===== src/rtl/pwm_compare_deadtime.sv =====
// pwm_compare_deadtime: carrier compare with shadowed compare value, complementary gate pair with dead-time, zero/period sync pulses
//   clk, reset        : clock, synchronous active-high reset
//   carrier, period   : carrier value and its period from the carrier generator
//   compare, load_mode: compare value and when it is copied into the active shadow
//   dead_time, pwm_en : dead band length in cycles, gate enable
//   pwm_h, pwm_l      : high/low side gates; cmp_shadow: active compare value
//   sync_zero/period  : one-cycle pulses on carrier zero/period entry
module pwm_compare_deadtime #(
    parameter int CNT_W = 16,
    parameter int DT_W  = 10
) (
    input  logic             clk,
    input  logic             reset,
    input  logic [CNT_W-1:0] carrier,
    input  logic [CNT_W-1:0] period,
    input  logic [CNT_W-1:0] compare,
    input  logic [1:0]       load_mode,
    input  logic [DT_W-1:0]  dead_time,
    input  logic             pwm_en,
    output logic             pwm_h,
    output logic             pwm_l,
    output logic [CNT_W-1:0] cmp_shadow,
    output logic             sync_zero,
    output logic             sync_period
);
    typedef enum logic [2:0] {OFF, H_ON, DT_H, L_ON, DT_L} state_t;
    state_t            state_q, state_d;
    logic [DT_W-1:0]   dt_q, dt_d;
    logic [CNT_W-1:0]  carrier_q, cmp_q;
    logic              raw_q, sync_zero_q, sync_period_q;
    logic              zero_evt, period_evt, load, dt_zero;
    logic [DT_W-1:0]   dt_load;
    // Events fire only on entry, so a carrier dwelling at 0 or period pulses once.
    assign zero_evt   = (carrier == '0) && (carrier_q != '0);
    assign period_evt = (carrier == period) && (carrier_q != period);
    // Disabled outputs let the shadow track the register bank freely.
    assign load = !pwm_en || (load_mode == 2'd3) || ((load_mode != 2'd1) && zero_evt)
                  || ((load_mode != 2'd0) && period_evt);
    assign dt_zero = (dead_time == '0);
    assign dt_load = dead_time - DT_W'(1);
    always_ff @(posedge clk) begin
        if (reset) begin
            carrier_q     <= '0;
            cmp_q         <= '0;
            raw_q         <= 1'b0;
            sync_zero_q   <= 1'b0;
            sync_period_q <= 1'b0;
            state_q       <= OFF;
            dt_q          <= '0;
        end else begin
            carrier_q     <= carrier;
            cmp_q         <= load ? compare : cmp_q;
            raw_q         <= carrier < cmp_q;
            sync_zero_q   <= zero_evt;
            sync_period_q <= period_evt;
            state_q       <= state_d;
            dt_q          <= dt_d;
        end
    end
    always_comb begin
        state_d = state_q;
        dt_d    = dt_q;
        if (!pwm_en) begin
            state_d = OFF;
            dt_d    = '0;
        end else begin
            case (state_q)
                OFF: begin
                    state_d = raw_q ? (dt_zero ? H_ON : DT_H) : (dt_zero ? L_ON : DT_L);
                    dt_d    = dt_load;
                end
                L_ON: if (raw_q) begin
                    state_d = dt_zero ? H_ON : DT_H;
                    dt_d    = dt_load;
                end
                H_ON: if (!raw_q) begin
                    state_d = dt_zero ? L_ON : DT_L;
                    dt_d    = dt_load;
                end
                // A raw level that reverts before the dead band ends aborts back to the old side.
                DT_H: if (!raw_q) state_d = L_ON;
                      else if (dt_q == '0) state_d = H_ON;
                      else dt_d = dt_q - DT_W'(1);
                DT_L: if (raw_q) state_d = H_ON;
                      else if (dt_q == '0) state_d = L_ON;
                      else dt_d = dt_q - DT_W'(1);
                default: state_d = OFF;
            endcase
        end
    end
    assign pwm_h       = (state_q == H_ON);
    assign pwm_l       = (state_q == L_ON);
    assign cmp_shadow  = cmp_q;
    assign sync_zero   = sync_zero_q;
    assign sync_period = sync_period_q;
endmodule


===== config.mk =====
export PLATFORM = sky130hd
export DESIGN_NAME = pwm_compare_deadtime
export DESIGN_NICKNAME = d
export VERILOG_FILES = /design/src/rtl/pwm_compare_deadtime.sv
export SDC_FILE = /design/constraint.sdc
export NUM_CORES = 1
export LEC_CHECK = 0
export CORE_UTILIZATION = 44
export DETAILED_ROUTE_END_ITERATION = 10
export PLACE_DENSITY_LB_ADDON = 0.3
export SLEW_MARGIN = 10
export SYNTH_ARGS = -nofsm -noshare
export SYNTH_HDL_FRONTEND = slang
export SYNTH_SLANG_ARGS = --single-unit

===== constraint.sdc =====
create_clock -name clk -period 2.5 [get_ports clk]
set_input_delay 0.625 -clock clk [delete_from_list [all_inputs] [get_ports clk]]
set_output_delay 0.625 -clock clk [all_outputs]
set_load 0.01 [all_outputs]

==> reports/metrics.csv, run 1 <==
stage,metric,value,unit
cells_and_area,diodes,0,
die,rows,30,
cells_and_area,final_cell_mix,"82 x clkdlybuf4s50_1, 52 x buf_4, 48 x dfxtp_1, 33 x nor2_1, 28 x nand2_1",
critical_path,path_cells,clkdlybuf4s50_1 > nor4_1 > nand4_1 > o311ai_2 > a31oi_4 > buf_4 > mux2i_1 > nor2_1,
sta,layout_setup_ws,0.0981,ns
critical_path,slowest_stage,clkdlybuf4s50_1,
sta,worst_slew_pin_slew,0.396,ns
grt,grt_max_degree,23,
critical_path,crit_path_start_kind,primary input,
clock_tree,cts-root-buf,clkbuf_8,
die,num_io_pins,83,
logic_synthesis,async_flop_share,0,
clock_tree,clk_pin_slew,0.09,ns
critical_path,reg2reg_slack,0.28,ns
sta,fin_crit,2.40,ns
critical_path,crit_path_end,cmp_shadow[0]$_SDFFE_PP0P_,
logic_synthesis,syn_area_per_cell,8.45,sq um
power,p_leak,0.00185,uW
clock_tree,cts_max_level,2,
drt,drt_pre_antenna_iters,4,
cells_and_area,drive_above_1_share,0.166,
outcome,status,"complete, no violations",
sta,timing.hold.ws,0.487,ns
logic_synthesis,synth_fa_ha_area_frac,0.0687,
clock_tree,cts_buffers,5,
critical_path,endpoint_kind,flop,
power,ir_drop,0.216,mV
sta,report.final.slew_viol_count,0,
die,die_area,7370,sq um
placed_design,placed_cells,579,
drt,wl_per_cell,14.7,um
sta,rsz0062_at_grt,no,
logic_synthesis,synth_compound_gate_area_share,0.149,
grt,grt_pass1_vias,3120,
critical_path,rr_startpoint,state_q[2]$_SDFFE_PP0P_,
clock_tree,cts_buffer_depth,2,
placed_design,dpl.hpwl,6950,um
critical_path,critPathRequiredTime,2.69,ns
logic_synthesis,yosys.area_share.simple,0.247,
logic_synthesis,synthCells,366,
logic_synthesis,synth_top_family_by_area,simple AND/OR/NAND/NOR gates,
drt,avgViaCountPerCell,5.27,
die,start_util,0.455,
cells_and_area,seq_area,961,sq um
sta,fin_crit_sh,0.961,
drt,drc,0,
critical_path,worstPathArrival,2.59,ns
drt,totalWireLength,8680,um
grt,grt_usage,0.247,
cells_and_area,final_cells,589,
cells_and_area,fin_nets,572,
critical_path,path_depth,8,
placed_design,place_ws,-0.476,ns
logic_synthesis,netlist_area,3090,sq um
die,die_h,85.9,um
critical_path,cp-startpoint,carrier[1],
critical_path,max_stage_delay,0.53,ns
die,die_w,85.9,um
drt,dr.first_iter.drc_count,104,
sta,finClkSkew,0.00783,ns
sta,max_freq,416,MHz
flow_run,max_cap_violations,0,
logic_synthesis,yosysWarnings,0,
cells_and_area,postLayoutCellArea,4450,sq um
logic_synthesis,synth_nets,446,
die,coreArea,6790,sq um
cells_and_area,layout_commonest_cell,clkdlybuf4s50_1,
cells_and_area,layout-area-overhead-vs-synth,44.0,%
placed_design,io_buffers,82,
drt,ant_nets,0,
critical_path,path_max_fanout,4,
cells_and_area,multi_input_area,1980,sq um
critical_path,r2r-end,dt_q[8]$_SDFFE_PP0P_,
grt,antenna_found_initial,0,
placed_design,dpl_cell_area,4330,sq um
grt,grt_pass1_wl,14500,um
critical_path,critPathKind,in -> reg,
logic_synthesis,ys_seq_area_frac,0.311,
power,power_density,469,nW/um^2
critical_path,reg2regPathDepth,9,
drt,via_count,3104,
critical_path,critPathBufInv,2,
placed_design,gp_congestion,0.903,
critical_path,worst_path_dominant_cell_family,buffers and inverters,
clock_tree,clock_sinks,48,
grt,overflow,0,
logic_synthesis,synth_edf_count,0,
logic_synthesis,ys_seq_elements,48,
logic_synthesis,synth_cell_type_count,52,
logic_synthesis,synth_xor_area_frac,0.0934,
clock_tree,cts_tree,done,
logic_synthesis,synth_ff_type,dfxtp_1,
logic_synthesis,synthMuxAreaShare,0.0756,
sta,setup_viol,0,
clock_tree,clock_latency,0.30,ns
sta,max_slew_margin,0.729,
cells_and_area,fill_cells,607,
sta,hold_violations,0,
min_path,hold_class,reg -> reg,
## metal layers
layer	wire length [um]	global-route usage	up-vias
li1	-	-	1546
met1	3570	0.284	1430
met2	4410	0.455	105
met3	457	0.0414	23
met4	242	0.0924	0
met5	0	0	-
## how the worst min path moves through the flow
stage	slack [ns]	cells past startpoint	start	to
after global placement	0.47	2	dt_q[0]$_SDFFE_PP0P_	dt_q[0]$_SDFFE_PP0P_
final	0.49	2	dt_q[0]$_SDFFE_PP0P_	dt_q[0]$_SDFFE_PP0P_
after floorplan	0.45	2	dt_q[0]$_SDFFE_PP0P_	dt_q[0]$_SDFFE_PP0P_
after CTS	0.49	2	dt_q[0]$_SDFFE_PP0P_	dt_q[0]$_SDFFE_PP0P_
after detailed placement	0.48	2	dt_q[0]$_SDFFE_PP0P_	dt_q[0]$_SDFFE_PP0P_
after global routing	0.52	2	dt_q[0]$_SDFFE_PP0P_	dt_q[0]$_SDFFE_PP0P_
## stage by stage
stage	utilization	TNS, ns	power, uW
final	0.656	0	2090
after global routing	0.656	0	2210
after CTS	0.655	0	2100
after detailed placement	0.637	-7.19	1600
after global placement	0.637	-6.19	1590
after floorplan	-	0	1300
## sequential cells by signal (all words and copies together) (netlist names)
| name | cells |
|---|---|
| sync_period | 1 |
| carrier_q | 16 |
| state_q | 3 |
| raw_q | 1 |
| sync_zero | 1 |
| dt_q | 10 |
| cmp_shadow | 16 |
## report_power, final
| part | switching, uW | leakage (uW) | internal, uW |
|---|---|---|---|
| logic | 359 | 0.00140 | 383 |
| registers | 45.2 | 0.000397 | 815 |
| clock network | 264 | 0.0000510 | 221 |
| total | 669 | 0.00185 | 1420 |
## worst min-delay path, cell delays in order, from the launching register on
cell     delay (ns)
dfxtp_1        0.34
nand2_1        0.06
a21oi_1        0.05
## cell families after synthesis
logic type | Yosys count
mux | 23
compound gates | 70
buf+inv | 34
fa+ha+maj | 17
xor+xnor | 33
simple gates | 141
flops | 48
## layout make-up
cell class                      count  area share
Timing Repair Buffer              135       0.276
Clock inverter                      2     0.00225
Multi-Input combinational cell    284       0.445
Tap cell                           96      0.0270
Clock buffer                        6      0.0185
Sequential cell                    48       0.216
Inverter                           18      0.0152
## synth_stat cells (3+ instances only)
cell type / n / area (sq um)
nor2_1: 33 / 124
nand4_1: 9 / 56.3
nor4_2: 4 / 50.1
mux2i_1: 20 / 200
nand3_1: 7 / 35.0
nor3_1: 9 / 45.0
nor4_1: 9 / 56.3
mux2_2: 3 / 33.8
o21ai_0: 11 / 55.1
nor2b_1: 18 / 113
clkbuf_1: 7 / 26.3
a21oi_1: 19 / 95.1
buf_2: 5 / 25.0
inv_1: 18 / 67.6
ha_1: 17 / 213
nand2b_1: 3 / 18.8
o22ai_1: 3 / 18.8
a31oi_1: 6 / 37.5
nand2_1: 28 / 105
xnor2_1: 17 / 149
xor2_1: 16 / 140
and3_1: 3 / 18.8
or2_2: 3 / 18.8
o21ai_1: 3 / 15.0
a21o_1: 9 / 67.6
dfxtp_1: 48 / 961
or3_1: 7 / 43.8
## timing repair
| item | in CTS | in global routing |
|---|---|---|
| resized for setup | 0 | 1 |
| setup buffers | 2 | 0 |
| setup endpoints to repair | 16 | 15 |
| pin swaps | 1 | 0 |
| cloned | 0 | 0 |
| hold buffers | 0 | 0 |
Power figures use the tool's default switching activity.
==> run 2: changes to the inputs <==
--- a/config.mk
+++ b/config.mk
@@ -5,9 +5,10 @@
 export SDC_FILE = /design/constraint.sdc
 export NUM_CORES = 1
 export LEC_CHECK = 0
+export CORE_ASPECT_RATIO = 2
 export CORE_UTILIZATION = 44
 export DETAILED_ROUTE_END_ITERATION = 10
-export PLACE_DENSITY_LB_ADDON = 0.3
+export PLACE_DENSITY = 0.77
 export SLEW_MARGIN = 10
 export SYNTH_ARGS = -nofsm -noshare
 export SYNTH_HDL_FRONTEND = slang
==> run 2 against run 1 <==
Net effect: sequential power about the same; register-to-register slack got worse by 0.06 ns; critical path type unchanged; critical path depth increased by 2.
==> reports/metrics.csv, run 2 (synthesis gave the netlist of run 1 again) <==
stage,metric,value,unit,change
cells_and_area,postLayoutCellArea,4560,sq um,was 4450 sq um
sta,fin_crit_sh,0.972,,was 0.961
grt,grt_pass1_wl,15000,um,was 14500 um
sta,report.final.slew_viol_count,0,,unchanged
cells_and_area,drive_above_1_share,0.179,,was 0.166
sta,fin_crit,2.43,ns,was 2.40 ns
placed_design,place_ws,-0.458,ns,was -0.476 ns
clock_tree,cts_max_level,2,,unchanged
drt,drc,0,,unchanged
clock_tree,cts-root-buf,clkbuf_16,,was clkbuf_8
clock_tree,cts_buffer_depth,2,,unchanged
grt,grt_usage,0.278,,was 0.247
power,p_leak,0.00191,uW,was 0.00185 uW
critical_path,path_max_fanout,16,,was 4
placed_design,gp_congestion,0.964,,was 0.903
drt,totalWireLength,9810,um,was 8680 um
die,die_h,121,um,was 85.9 um
clock_tree,cts_buffers,5,,unchanged
placed_design,io_buffers,82,,unchanged
sta,hold_violations,0,,unchanged
die,rows,42,,was 30
sta,max_slew_margin,0.685,,was 0.729
grt,antenna_found_initial,0,,unchanged
drt,drt_pre_antenna_iters,4,,unchanged
power,power,2330,uW,was 2090 uW
clock_tree,clock_latency,0.29,ns,was 0.30 ns
placed_design,dpl_cell_area,4350,sq um,was 4330 sq um
grt,overflow,0,,unchanged
clock_tree,cts_tree,done,,unchanged
sta,worst_slew_pin_slew,0.473,ns,was 0.396 ns
cells_and_area,final_cells,585,,was 589
cells_and_area,layout_commonest_cell,clkdlybuf4s50_1,,unchanged
placed_design,placed_cells,575,,was 579
clock_tree,clk_pin_slew,0.07,ns,was 0.09 ns
flow_run,max_cap_violations,0,,unchanged
die,die_area,7390,sq um,was 7370 sq um
die,start_util,0.460,,was 0.455
critical_path,crit_path_start_kind,primary input,,unchanged
cells_and_area,layout-area-overhead-vs-synth,47.4,%,was 44.0%
critical_path,critPathKind,in -> reg,,unchanged
grt,grt_max_degree,29,,was 23
sta,max_freq,412,MHz,was 416 MHz
power,power_density,510,nW/um^2,was 469 nW/um^2
critical_path,critPathRequiredTime,2.68,ns,was 2.69 ns
cells_and_area,final_cell_mix,"81 x clkdlybuf4s50_1, 56 x buf_4, 48 x dfxtp_1, 33 x nor2_1, 28 x nand2_1",,"was 82 x clkdlybuf4s50_1, 52 x buf_4, 48 x dfxtp_1, 33 x nor2_1, 28 x nand2_1"
sta,layout_setup_ws,0.0708,ns,was 0.0981 ns
sta,timing.hold.ws,0.487,ns,about the same
outcome,status,"complete, no violations",,unchanged
drt,via_count,3265,,was 3104
clock_tree,clock_sinks,48,,unchanged
min_path,hold_class,reg -> reg,,unchanged
drt,dr.first_iter.drc_count,237,,was 104
die,die_w,61.3,um,was 85.9 um
cells_and_area,diodes,0,,unchanged
placed_design,dpl.hpwl,7710,um,was 6950 um
sta,setup_viol,0,,unchanged
cells_and_area,fin_nets,576,,was 572
die,coreArea,6730,sq um,was 6790 sq um
grt,grt_pass1_vias,3369,,was 3120
sta,finClkSkew,0.00718,ns,was 0.00783 ns
critical_path,worstPathArrival,2.61,ns,was 2.59 ns
critical_path,endpoint_kind,flop,,unchanged
drt,ant_nets,0,,unchanged
power,ir_drop,0.455,mV,was 0.216 mV
die,num_io_pins,83,,unchanged
drt,avgViaCountPerCell,5.58,,was 5.27
drt,wl_per_cell,16.8,um,was 14.7 um
## run 2: cell count changes in the layout (fill, tap and decap cells not counted), sizes merged
cell / change
buf: +4
clkdlybuf4s50: -1
clkinvlp: +1
clkbuf: +1
clkinv: -2
dlymetal6s2s: +1
## run 2: final cells by class
type / count / area (sq um)
clock buffers: 7 / 143
well taps: 88 / 110
inverters: 18 / 67.6
clock inverters: 1 / 7.51
repair buffers: 139 / 1260
fillers: 573 / 2170
multi-input cells: 284 / 2010
flip-flops and latches: 48 / 961
## run 2: per-stage QoR
step | setup TNS (ns) | util
floorplan | 0 | -
global placement | -6.34 | 0.646
detailed placement | -7.33 | 0.646
CTS | 0 | 0.672
global route | -0.263 | 0.678
finish | 0 | 0.678
## run 2: final timing paths
| path | slack (ns) | cells after the start | endpoint | from |
|---|---|---|---|---|
| worst min register to register | 0.49 | 2 | dt_q[0]$_SDFFE_PP0P_ | dt_q[0]$_SDFFE_PP0P_ |
| worst max-delay path | 0.07 | 10 | cmp_shadow[11]$_SDFFE_PP0P_ | carrier[14] |
| worst min-delay path | 0.49 | 2 | dt_q[0]$_SDFFE_PP0P_ | dt_q[0]$_SDFFE_PP0P_ |
| worst max register to register | 0.22 | 9 | dt_q[8]$_SDFFE_PP0P_ | state_q[2]$_SDFFE_PP0P_ |
## run 2: repair_timing
| action | 4_1_cts | 5_1_grt |
|---|---|---|
| hold buffers | 0 | 0 |
| pin swaps | 1 | 8 |
| resized for setup | 0 | 6 |
| setup endpoints to repair | 16 | 17 |
| buffers inserted | 1 | 1 |
## run 2: power breakdown
part / total, uW / switching [uW] / internal (uW)
Combinational: 768 / 381 / 387
Clock: 695 / 296 / 399
Sequential: 862 / 46.1 / 816
## run 2: critical path, stage by stage
cell,delay [ns]
clkdlybuf4s50_1,0.51
nor4_1,0.27
buf_4,0.17
nand4_1,0.15
o311ai_2,0.26
buf_4,0.17
a31oi_4,0.04
buf_12,0.18
mux2i_1,0.17
nor2_1,0.05
## run 2: per-layer routing
metal / vias to the layer above / wire [um] / track usage
met2: 154 / 5550 / 0.537
met3: 46 / 407 / 0.0439
met5: - / 0 / 0
met4: 0 / 629 / 0.193
li1: 1558 / - / -
met1: 1507 / 3220 / 0.233
==> run 3: changes to the inputs <==
--- a/config.mk
+++ b/config.mk
@@ -8,7 +8,7 @@
 export CORE_ASPECT_RATIO = 2
 export CORE_UTILIZATION = 44
 export DETAILED_ROUTE_END_ITERATION = 10
-export PLACE_DENSITY = 0.77
+export PLACE_DENSITY = 0.81
 export SLEW_MARGIN = 10
 export SYNTH_ARGS = -nofsm -noshare
 export SYNTH_HDL_FRONTEND = slang
==> run 3 against run 2 <==
Net effect: clock skew shrank 0.0014 ns; design area is 0.33% lower; first-iteration DRC count did not move; wire length fell by 0.32%; combinational power down 0.7%; register-to-register slack better by 0.02 ns; non-clock buffer count fell by 5; via count is 0.12% higher; final cell count fell by 0.85%.
==> reports/metrics.csv, run 3 (synthesis gave the netlist of run 1 again) <==
stage,metric,value,unit,change
outcome,status,"complete, no violations",,unchanged
power,ir_drop,0.457,mV,was 0.455 mV
die,die_h,121,um,unchanged
sta,tns,0,ns,unchanged
drt,wl_per_cell,16.9,um,was 16.8 um
drt,via_count,3269,,was 3265
placed_design,dpl_cell_area,4320,sq um,was 4350 sq um
cells_and_area,layout-area-overhead-vs-synth,46.9,%,was 47.4%
cells_and_area,postLayoutCellArea,4550,sq um,was 4560 sq um
power,p_leak,0.00189,uW,was 0.00191 uW
die,start_util,0.460,,unchanged
die,num_io_pins,83,,unchanged
drt,drc,0,,unchanged
sta,fin_crit_sh,0.960,,was 0.972
cells_and_area,drive_above_1_share,0.175,,was 0.179
drt,avgViaCountPerCell,5.64,,was 5.58
drt,totalWireLength,9780,um,was 9810 um
cells_and_area,final_cell_mix,"81 x clkdlybuf4s50_1, 51 x buf_4, 48 x dfxtp_1, 33 x nor2_1, 28 x nand2_1",,"was 81 x clkdlybuf4s50_1, 56 x buf_4, 48 x dfxtp_1, 33 x nor2_1, 28 x nand2_1"
sta,max_slew_margin,0.719,,was 0.685
critical_path,crit_path_start_kind,primary input,,unchanged
clock_tree,clk_pin_slew,0.06,ns,was 0.07 ns
flow_run,max_cap_violations,0,,unchanged
critical_path,slowest_stage,clkdlybuf4s50_1,,unchanged
cells_and_area,layout_commonest_cell,clkdlybuf4s50_1,,unchanged
clock_tree,cts_tree,done,,unchanged
clock_tree,clock_sinks,48,,unchanged
die,die_area,7390,sq um,unchanged
clock_tree,clock_latency,0.29,ns,about the same
critical_path,path_max_fanout,16,,unchanged
power,power_density,526,nW/um^2,was 510 nW/um^2
die,die_w,61.3,um,unchanged
clock_tree,cts_max_level,2,,unchanged
clock_tree,cts_buffer_depth,2,,unchanged
sta,max_freq,417,MHz,was 412 MHz
sta,fin_crit,2.40,ns,was 2.43 ns
sta,setup_viol,0,,unchanged
cells_and_area,diodes,0,,unchanged
sta,report.final.slew_viol_count,0,,unchanged
drt,dr.first_iter.drc_count,237,,unchanged
critical_path,endpoint_kind,flop,,unchanged
placed_design,gp_congestion,0.957,,was 0.964
grt,grt_pass1_wl,15400,um,was 15000 um
min_path,hold_class,reg -> reg,,unchanged
clock_tree,cts-root-buf,clkbuf_16,,unchanged
grt,antenna_found_initial,0,,unchanged
critical_path,worstPathArrival,2.58,ns,was 2.61 ns
clock_tree,cts_buffers,5,,unchanged
sta,hold_violations,0,,unchanged
critical_path,path_cells,clkdlybuf4s50_1 > buf_4 > xnor2_1 > nand4_1 > nor4_4 > a31oi_4 > buf_12 > mux2i_1 > nor2_1,,was clkdlybuf4s50_1 > nor4_1 > buf_4 > nand4_1 > o311ai_2 > buf_4 > a31oi_4 > buf_12 > mux2i_1 > nor2_1
grt,grt_max_degree,18,,was 29
critical_path,critPathBufInv,3,,was 4
cells_and_area,fin_nets,571,,was 576
placed_design,dpl.hpwl,7700,um,was 7710 um
sta,worst_slew_pin_slew,0.410,ns,was 0.473 ns
drt,drt_pre_antenna_iters,5,,was 4
cells_and_area,utilization,0.676,,was 0.678
critical_path,critPathRequiredTime,2.68,ns,about the same
die,coreArea,6730,sq um,unchanged
drt,ant_nets,0,,unchanged
critical_path,max_stage_delay,0.47,ns,was 0.51 ns
grt,grt_usage,0.281,,was 0.278
critical_path,critPathKind,in -> reg,,unchanged
critical_path,worst_path_dominant_cell_family,buffers and inverters,,unchanged
grt,grt_pass1_vias,3492,,was 3369
sta,finClkSkew,0.00574,ns,was 0.00718 ns
die,rows,42,,unchanged
grt,overflow,0,,unchanged
placed_design,io_buffers,82,,unchanged
run 3: cell count changes in the layout (fill, tap and decap cells not counted), sizes merged:
cell / change
buf: -5
clkbuf: -2
bufinv: +1
clkinv: +1
run 3: worst paths after layout:
check | from | to | slack (ns) | cells after the start
max | period[3] | cmp_shadow[3]$_SDFFE_PP0P_ | 0.1 | 9
min | dt_q[3]$_SDFFE_PP0P_ | dt_q[3]$_SDFFE_PP0P_ | 0.50 | 2
max reg2reg | state_q[1]$_SDFFE_PP0P_ | dt_q[8]$_SDFFE_PP0P_ | 0.24 | 9
min reg2reg | dt_q[3]$_SDFFE_PP0P_ | dt_q[3]$_SDFFE_PP0P_ | 0.50 | 2
run 3: metal layers:
layer / wire length [um] / GRT usage / part of all wire / vias to the layer above
met3: 438 / 0.0342 / 0.045 / 46
li1: - / - / - / 1548
met4: 647 / 0.179 / 0.066 / 0
met2: 5550 / 0.546 / 0.57 / 164
met1: 3140 / 0.245 / 0.32 / 1511
met5: 0 / 0 / 0 / -
run 3: repair_timing:
action / CTS / global route
resized for setup: 0 / 7
hold buffers: 0 / 0
buffers inserted: 1 / 0
pin swaps: 1 / 7
endpoints found under the setup margin: 16 / 17
run 3: layout make-up:
cell class	instances	area [sq um]
Fill cell	561	2180
Multi-Input combinational cell	284	2010
Timing Repair Buffer	134	1230
Sequential cell	48	961
Clock buffer	5	125
Tap cell	88	110
Inverter	18	67.6
Clock inverter	3	42.5
run 3: where the power goes:
| part | switching, uW | total [uW] | internal, uW |
|---|---|---|---|
| sequential | 47.5 | 863 | 816 |
| combinational | 380 | 763 | 384 |
| clock | 294 | 763 | 470 |
| total | 721 | 2390 | 1670 |
run 3: worst reg2reg max path: cells and delay by family (launching register included):
| kind | cells | cell delay, ns |
|---|---|---|
| multiplexers | 1 | 0.24 |
| adder cells (fa/ha/maj) | 1 | 0.24 |
| AO/OA/AOI/OAI | 3 | 0.36 |
| flip-flops | 1 | 0.32 |
| AND/OR/NAND/NOR | 3 | 0.89 |
| XOR/XNOR | 1 | 0.13 |
run 3: per-stage QoR:
stage	instances	total power, uW	hold slack, ns	setup WS (ns)
after global routing	580	2500	0.512	-0.00137
after CTS	580	2380	0.502	0.0318
final	580	2390	0.496	0.0997
after floorplan	366	1300	0.453	0.0433
after detailed placement	571	1610	0.492	-0.476
after global placement	571	1590	0.465	-0.387
